**src/rtl/mod_count_checker_sat_counter.sv**
```systemverilog
// Saturating up-counter: counts inc pulses, sticks at all-ones.
module sat_counter #(
  parameter int W = 8
) (
  input  logic         clk,
  input  logic         rst,
  input  logic         inc,
  output logic [W-1:0] q
);

  // Increment on request unless already at the ceiling.
  always_ff @(posedge clk) begin
    if (rst) begin
      q <= '0;
    end else if (inc && (q != {W{1'b1}})) begin
      q <= q + 1'b1;
    end
  end

endmodule

```
**config.mk**
```make
export PLATFORM = sky130hd
export DESIGN_NAME = sat_counter
export DESIGN_NICKNAME = d
export VERILOG_FILES = /design/src/rtl/mod_count_checker_sat_counter.sv
export SDC_FILE = /design/constraint.sdc
export NUM_CORES = 1
export LEC_CHECK = 0
export CAP_MARGIN = 10
export CELL_PAD_IN_SITES_DETAIL_PLACEMENT = 0
export CELL_PAD_IN_SITES_GLOBAL_PLACEMENT = 1
export CORE_AREA = 2 2 39 41
export DETAILED_ROUTE_END_ITERATION = 12
export DIE_AREA = 0 0 41 43
export PLACE_DENSITY = 0.69
export SYNTH_ARGS = -nofsm -noshare
export SYNTH_HDL_FRONTEND = slang
export SYNTH_SLANG_ARGS = --single-unit
export TNS_END_PERCENT = 1
```
**constraint.sdc**
```tcl
create_clock -name clk -period 2.2 [get_ports clk]
set_input_delay 0.22 -clock clk [delete_from_list [all_inputs] [get_ports clk]]
set_output_delay 0.22 -clock clk [all_outputs]
set_load 0.02 [all_outputs]
```
==> insert_results.sql, run 1 <==
INSERT INTO impl_metrics (metric_group, metric, value, unit) VALUES
('power', 'power.switching_fraction', '24.82', '%'),
('cells_and_area', 'most_common_library_cell_in_the_layout_ignoring_fill_and_taps', 'clkdlybuf4s50_1', ''),
('clock_network', 'worst_skew_pair.late_latency', '0.26', 'ns'),
('clock_network', 'postCtsSetupBuffers', '0', ''),
('power', 'power_switching', '0.00007549', 'W'),
('placement', 'placed_area', '539.3', 'µm²'),
('cells_and_area', 'stdcell_count', '74', ''),
('clock_network', 'cts.clk_slew.worst_paths', '0.06', 'ns'),
('placement', 'dpl.cell_count', '71', ''),
('cells_and_area', 'utilization', '40.60', '%'),
('cells_and_area', 'max_reg_flops', '8', ''),
('global_routing', 'globalRoute.totalOverflow', '0', ''),
('cells_and_area', 'most_frequent_cells_in_the_layout', 'clkdlybuf4s50_1 (10), dfxtp_1 (8), a21oi_1 (5), nand2_1 (5), clkbuf_4 (3)', ''),
('setup_path', 'critical-path-top-delay-family', 'buffers and inverters', ''),
('global_routing', 'largest_net_degree_at_the_start_of_global_routing', '9', ''),
('synthesis', 'syn-mean-instance-area', '9.357', 'µm²'),
('power', 'pwr-share-comb', '10.6', '%'),
('setup_path', 'cp-end-kind', 'output port', ''),
('clock_network', 'clockBufferDepth', '2', ''),
('synthesis', 'synth_top_area_cell', 'dfxtp_1', ''),
('synthesis', 'yosysWarningCount', '0', ''),
('setup_path', 'timing.setup.critical_path_class', 'reg2out', ''),
('sta', 'report.final.hold_viol_count', '0', ''),
('global_routing', 'gr-usage-all-layers', '12.96', '%'),
('synthesis', 'post_synth_inst_count', '46', ''),
('sta', 'tightestPinTransition', '0.2613', 'ns'),
('min_path', 'type_of_the_tightest_min_delay_check', 'reg2reg', ''),
('floorplanning', 'placementRows', '14', ''),
('synthesis', 'synth.yosys.seq_area_share', '37.21', '%'),
('power', 'powerDensity', '541.5', 'nW/µm²'),
('detailed_routing', 'detail-route-antenna-nets', '0', ''),
('detailed_routing', 'detailedRoute.firstPassIterationCount', '4', ''),
('floorplanning', 'core_region_area', '1384', 'µm²'),
('synthesis', 'syn-num-nets', '50', ''),
('sta', 'worst_slew_margin_rel', '82.53', '%'),
('clock_network', 'cts_htree_levels', '1', ''),
('synthesis', 'post_synth_instance_area', '430.4', 'µm²'),
('run', 'cap_viol_max_count', '0', ''),
('power', 'clkPwrFrac', '38.7', '%'),
('cells_and_area', 'area_growth', '30.52', '%'),
('clock_network', 'clock-sinks', '8', ''),
('clock_network', 'ctsResizeCount', '0', ''),
('floorplanning', 'die_width', '41', 'µm'),
('floorplanning', 'starting_density_of_the_core', '31.10', '%'),
('cells_and_area', 'share_of_post_route_cells_with_drive_strength_above_1', '13.79', '%'),
('power', 'seq_power_share', '50.7', '%'),
('sta', 'slew_violations', '0', ''),
('cells_and_area', 'net_count_final', '64', ''),
('clock_network', 'ctsRootBufferMaster', 'clkbuf_4', ''),
('synthesis', 'yosys_reg_bits', '8', ''),
('setup_path', 'max_stage_delay', '0.65', 'ns'),
('setup_path', 'worstPathCellList', 'clkdlybuf4s50_1', ''),
('clock_network', 'cts_tree', 'done', ''),
('floorplanning', 'dieArea', '1763', 'µm²'),
('sta', 'timing.final.crit_period', '1.589', 'ns'),
('cells_and_area', 'top_register', 'q', ''),
('sta', 'rsz0062_at_grt', 'false', ''),
('placement', 'place_congestion', '0.7265', ''),
('floorplanning', 'chipHeight', '43', 'µm'),
('synthesis', 'area_share_of_the_leading_cell_type_in_the_synthesized_netlist', '37.21', '%'),
('placement', 'io_buffer_count', '10', ''),
('sta', 'setup-violations-final', '0', ''),
('setup_path', 'worst-endpoint-arrival', '1.37', 'ns'),
('setup_path', 'worstPathBufferInverterCount', '1', ''),
('synthesis', 'synth.area.top_cells', 'dfxtp_1 (37%), a21oi_1 (5.8%), a21boi_4 (4.4%), nand2_1 (4.4%), and4_1 (4.1%)', ''),
('clock_network', 'cts.hold.buffers_added', '0', ''),
('global_routing', 'wire_length_of_the_first_global_routing_pass', '1552', 'µm'),
('setup_path', 'crit_path_start_kind', 'flop', ''),
('outcome', 'run_status', 'complete, no violations', ''),
('placement', 'dp_hpwl', '692.7', 'µm'),
('sta', 'final.hold.worst_slack', '0.5182', 'ns');
## routing by layer
metal	share of wire (%)	GRT usage, %	wire (µm)	vias up
met1	44	15.81	411	187
met4	3.1	8.000	29	0
met2	46	19.06	430	14
met5	0	0	0	-
met3	7.0	3.665	66	3
li1	-	-	-	206
## kinds of logic after synthesis
kind of cell	Yosys count	share of synthesized area, %
and+or+nand+nor	18	24.71
AOI/OAI and AO/OA	15	25.87
DFF	8	37.21
buffers and inverters	2	3.487
muxes	2	5.813
adders and majority gates	1	2.907
## synthesized netlist by cell type
cell type,n
dfxtp_1,8
and3_4,1
nand3_1,2
o21ai_1,1
o311a_1,1
a21boi_4,1
a21oi_1,5
nor2_1,1
nand2b_1,1
mux2i_1,1
mux2_4,1
and4_1,2
a211oi_1,2
or3_2,1
and2b_2,1
nand4_1,2
a31oi_1,1
inv_1,1
a21boi_0,1
a311oi_1,1
nor3_1,2
ha_1,1
buf_6,1
nand2_1,5
o21bai_1,2
## per-stage QoR
| stage | setup slack (ns) | power (W) |
|---|---|---|
| floorplan | 0.7530 | 0.0001732 |
| global placement | 0.6630 | 0.0001894 |
| detailed placement | 0.6739 | 0.0001896 |
| CTS | 0.6113 | 0.0003063 |
| global route | 0.5422 | 0.0003181 |
| finish | 0.6106 | 0.0003042 |
## worst paths after layout
kind | end | from | slack, ns | cells past startpoint
max | q[7] | q[7] | 0.61 | 1
min | q[1] | q[1] | 0.52 | 2
max reg2reg | q[0] | q[0] | 0.74 | 4
min reg2reg | q[1] | q[1] | 0.52 | 2
## layout make-up
| cell class | count | area [µm²] |
|---|---|---|
| fill | 147 | 822.0 |
| timing repair buffer | 10 | 100.1 |
| clock buffer | 3 | 22.52 |
| sequential | 8 | 160.2 |
| tap | 16 | 20.02 |
| inverter | 1 | 3.754 |
| multi-input combinational | 36 | 255.2 |
## power groups by stage
stage / Combinational (W) / Sequential (W) / Clock (W)
final: 0.0000322 / 0.000154 / 0.000118
after CTS: 0.0000324 / 0.000154 / 0.000120
after floorplan: 0.0000127 / 0.000160 / 0
after global placement: 0.0000324 / 0.000157 / 0
after global routing: 0.0000355 / 0.000154 / 0.000128
after detailed placement: 0.0000323 / 0.000157 / 0
Note: power is estimated with default switching activity, not from simulation.
==> run 2: changes to the inputs <==
Settings changed: CORE_AREA 2 2 39 41 to unset, CORE_UTILIZATION set to 33, DIE_AREA 0 0 41 43 to unset, PLACE_DENSITY 0.69 to 0.7.
Clock period 2.2 ns to 1.7 ns, I/O delays scaled along.
==> run 2 against run 1 <==
- total power is 29% higher
- final cell count is 1.4% lower
- flip-flop and latch count stayed put
- critical endpoint is now q[2]
- largest cell class unchanged
- highest routed layer unchanged
==> insert_results.sql, run 2 (synthesis gave the netlist of run 1 again) <==
INSERT INTO impl_metrics (metric_group, metric, value, unit) VALUES
('cells_and_area', 'num_antenna_cells', '0', ''),
('cells_and_area', 'net_count_final', '65', ''),
('min_path', 'type_of_the_tightest_min_delay_check', 'reg2reg', ''),
('setup_path', 'worstPathBufferInverterCount', '1', ''),
('sta', 'setup-violations-final', '0', ''),
('cells_and_area', 'utilization', '49.03', '%'),
('cells_and_area', 'register_area', '160.2', 'µm²'),
('run', 'cap_viol_max_count', '0', ''),
('power', 'total_leakage_power', '0.2052', 'nW'),
('sta', 'fin_crit_sh', '89.46', '%'),
('clock_network', 'numCtsBuffers', '3', ''),
('setup_path', 'critPathMaxFanout', '8', ''),
('setup_path', 'max_stage_delay', '0.65', 'ns'),
('global_routing', 'largest_net_degree_at_the_start_of_global_routing', '9', ''),
('cells_and_area', 'top_register', 'q', ''),
('setup_path', 'endpoint_required_time_on_the_critical_path', '1.53', 'ns'),
('setup_path', 'crit_path_start_kind', 'flop', ''),
('setup_path', 'timing.setup.critical_path_class', 'reg2out', ''),
('clock_network', 'cts_tree', 'done', ''),
('placement', 'place_congestion', '0.7636', ''),
('placement', 'placed_area', '544.3', 'µm²'),
('sta', 'timing.final.crit_period', '1.521', 'ns'),
('sta', 'final.hold.worst_slack', '0.5184', 'ns'),
('clock_network', 'cts.hold.buffers_added', '0', ''),
('clock_network', 'clockBufferDepth', '2', ''),
('sta', 'final.setup_skew', '0.003175', 'ns'),
('detailed_routing', 'postRouteWirelength', '904', 'µm'),
('detailed_routing', 'route.detailed.drc', '0', ''),
('floorplanning', 'ioPinCount', '11', ''),
('global_routing', 'initial_antenna_violation_count', '0', ''),
('clock_network', 'cts_htree_levels', '1', ''),
('setup_path', 'worstPathCellList', 'clkdlybuf4s50_1', ''),
('setup_path', 'r2r_end', 'q[0]', ''),
('setup_path', 'worst-r2r-cell-count', '4', ''),
('sta', 'tightestPinTransition', '0.2693', 'ns'),
('setup_path', 'setup.worst_path.start', 'q[2]', ''),
('detailed_routing', 'drtIter0Drc', '6', ''),
('placement', 'io_buffer_count', '10', ''),
('setup_path', 'reg2reg_setup_slack', '0.25', 'ns'),
('clock_network', 'ctsResizeCount', '0', ''),
('floorplanning', 'chipHeight', '38.12', 'µm'),
('setup_path', 'worst_path_cell_with_the_longest_stage_delay', 'clkdlybuf4s50_1', ''),
('min_path', 'hold_worst_path_end', 'q[5]', ''),
('sta', 'timing.fmax', '0.6575', 'GHz'),
('power', 'powerDensity', '690.6', 'nW/µm²'),
('sta', 'worst_slew_margin_rel', '82.05', '%'),
('clock_network', 'cts.clk_slew.worst_paths', '0.06', 'ns'),
('power', 'report.power.total', '0.0003914', 'W'),
('min_path', 'worst_hold_path.num_cells', '1', ''),
('floorplanning', 'dieArea', '1453', 'µm²'),
('global_routing', 'gr-usage-all-layers', '16.85', '%'),
('setup_path', 'cp-end-kind', 'output port', ''),
('clock_network', 'worst_skew_pair.late_latency', '0.25', 'ns'),
('floorplanning', 'starting_density_of_the_core', '37.23', '%'),
('detailed_routing', 'dr_total_vias', '398', ''),
('global_routing', 'globalRoute.totalOverflow', '0', ''),
('sta', 'rsz0062_at_grt', 'false', ''),
('cells_and_area', 'share_of_post_route_cells_with_drive_strength_above_1', '15.25', '%'),
('cells_and_area', 'most_common_library_cell_in_the_layout_ignoring_fill_and_taps', 'clkdlybuf4s50_1', ''),
('cells_and_area', 'largestRegisters', 'q (8)', ''),
('detailed_routing', 'detail-route-antenna-nets', '0', ''),
('clock_network', 'ctsRootBufferMaster', 'clkbuf_4', ''),
('floorplanning', 'core_region_area', '1156', 'µm²'),
('clock_network', 'clock-sinks', '8', ''),
('min_path', 'hold_sp', 'q[5]', ''),
('power', 'power.ir.vdd_worst', '0.0003360', 'V'),
('cells_and_area', 'layout.filler_cells', '110', ''),
('cells_and_area', 'postLayoutCellArea', '566.8', 'µm²'),
('sta', 'slew_violations', '0', ''),
('setup_path', 'r2r_start', 'q[0]', ''),
('cells_and_area', 'area_growth', '31.69', '%'),
('detailed_routing', 'post_drt_via_cell_ratio', '5.452', ''),
('global_routing', 'first_global_vias', '389', ''),
('sta', 'setup_tns', '0', 'ns'),
('floorplanning', 'die_width', '38.12', 'µm'),
('detailed_routing', 'avgRoutedWirePerCell', '12.38', 'µm'),
('cells_and_area', 'multi_input_comb_area', '255.2', 'µm²'),
('setup_path', 'critical-path-top-delay-family', 'buffers and inverters', ''),
('setup_path', 'worst-endpoint-arrival', '1.35', 'ns'),
('cells_and_area', 'most_frequent_cells_in_the_layout', 'clkdlybuf4s50_1 (10), dfxtp_1 (8), a21oi_1 (5), nand2_1 (5), clkbuf_4 (3)', ''),
('sta', 'report.final.hold_viol_count', '0', ''),
('outcome', 'run_status', 'complete, no violations', ''),
('floorplanning', 'placementRows', '12', ''),
('cells_and_area', 'max_reg_flops', '8', ''),
('global_routing', 'wire_length_of_the_first_global_routing_pass', '1642', 'µm'),
('clock_network', 'postCtsSetupBuffers', '0', ''),
('detailed_routing', 'detailedRoute.firstPassIterationCount', '2', ''),
('placement', 'dp_hpwl', '669.1', 'µm');
[run 2: cell types whose count changed in the layout (fill, tap and decap cells not counted)]
cell,before,now
buf_4,0,1
[run 2: area by class of cell]
cell class              instances  area share (%)
repair buffers                 11           18.98
well taps                      14           3.091
multi-input cells              36           45.03
flip-flops and latches          8           28.26
inverters                       1          0.6623
clock buffers                   3           3.974
[run 2: worst max-delay path by stage]
| stage | cells past startpoint | endpoint | slack (ns) |
|---|---|---|---|
| floorplan | 4 | q[0] | 0.25 |
| global placement | 4 | q[3] | 0.27 |
| detailed placement | 4 | q[3] | 0.24 |
| CTS | 1 | q[2] | 0.17 |
| global route | 1 | q[3] | 0.11 |
| finish | 1 | q[2] | 0.18 |
[run 2: power by group]
part / internal (W) / total [W] / leakage [nW] / switching (W)
Sequential: 0.000192 / 0.000199 / 0.0648 / 0.00000685
Combinational: 0.0000241 / 0.0000445 / 0.127 / 0.0000204
Clock: 0.0000809 / 0.000148 / 0.0138 / 0.0000666
[run 2: metal layers]
layer	track usage [%]	routed length, µm	vias up	share of wire (%)
li1	-	-	207	-
met5	0	0	-	0
met1	20.43	472	179	52
met3	5.233	24	2	2.7
met2	25.42	392	10	43
met4	10.71	15	0	1.7
[run 2: through the flow]
step	instances	worst slack (ns)
2_1_floorplan	46	0.2530
3_3_place_gp	70	0.2661
3_5_place_dp	70	0.2443
4_1_cts	73	0.1717
5_1_grt	73	0.1085
6_report	73	0.1792
==> run 3: changes to the inputs <==
Settings changed: SLEW_MARGIN set to 20.
==> results of run 3 <==
Final layout, timing and power as in run 2 (identical DEF).
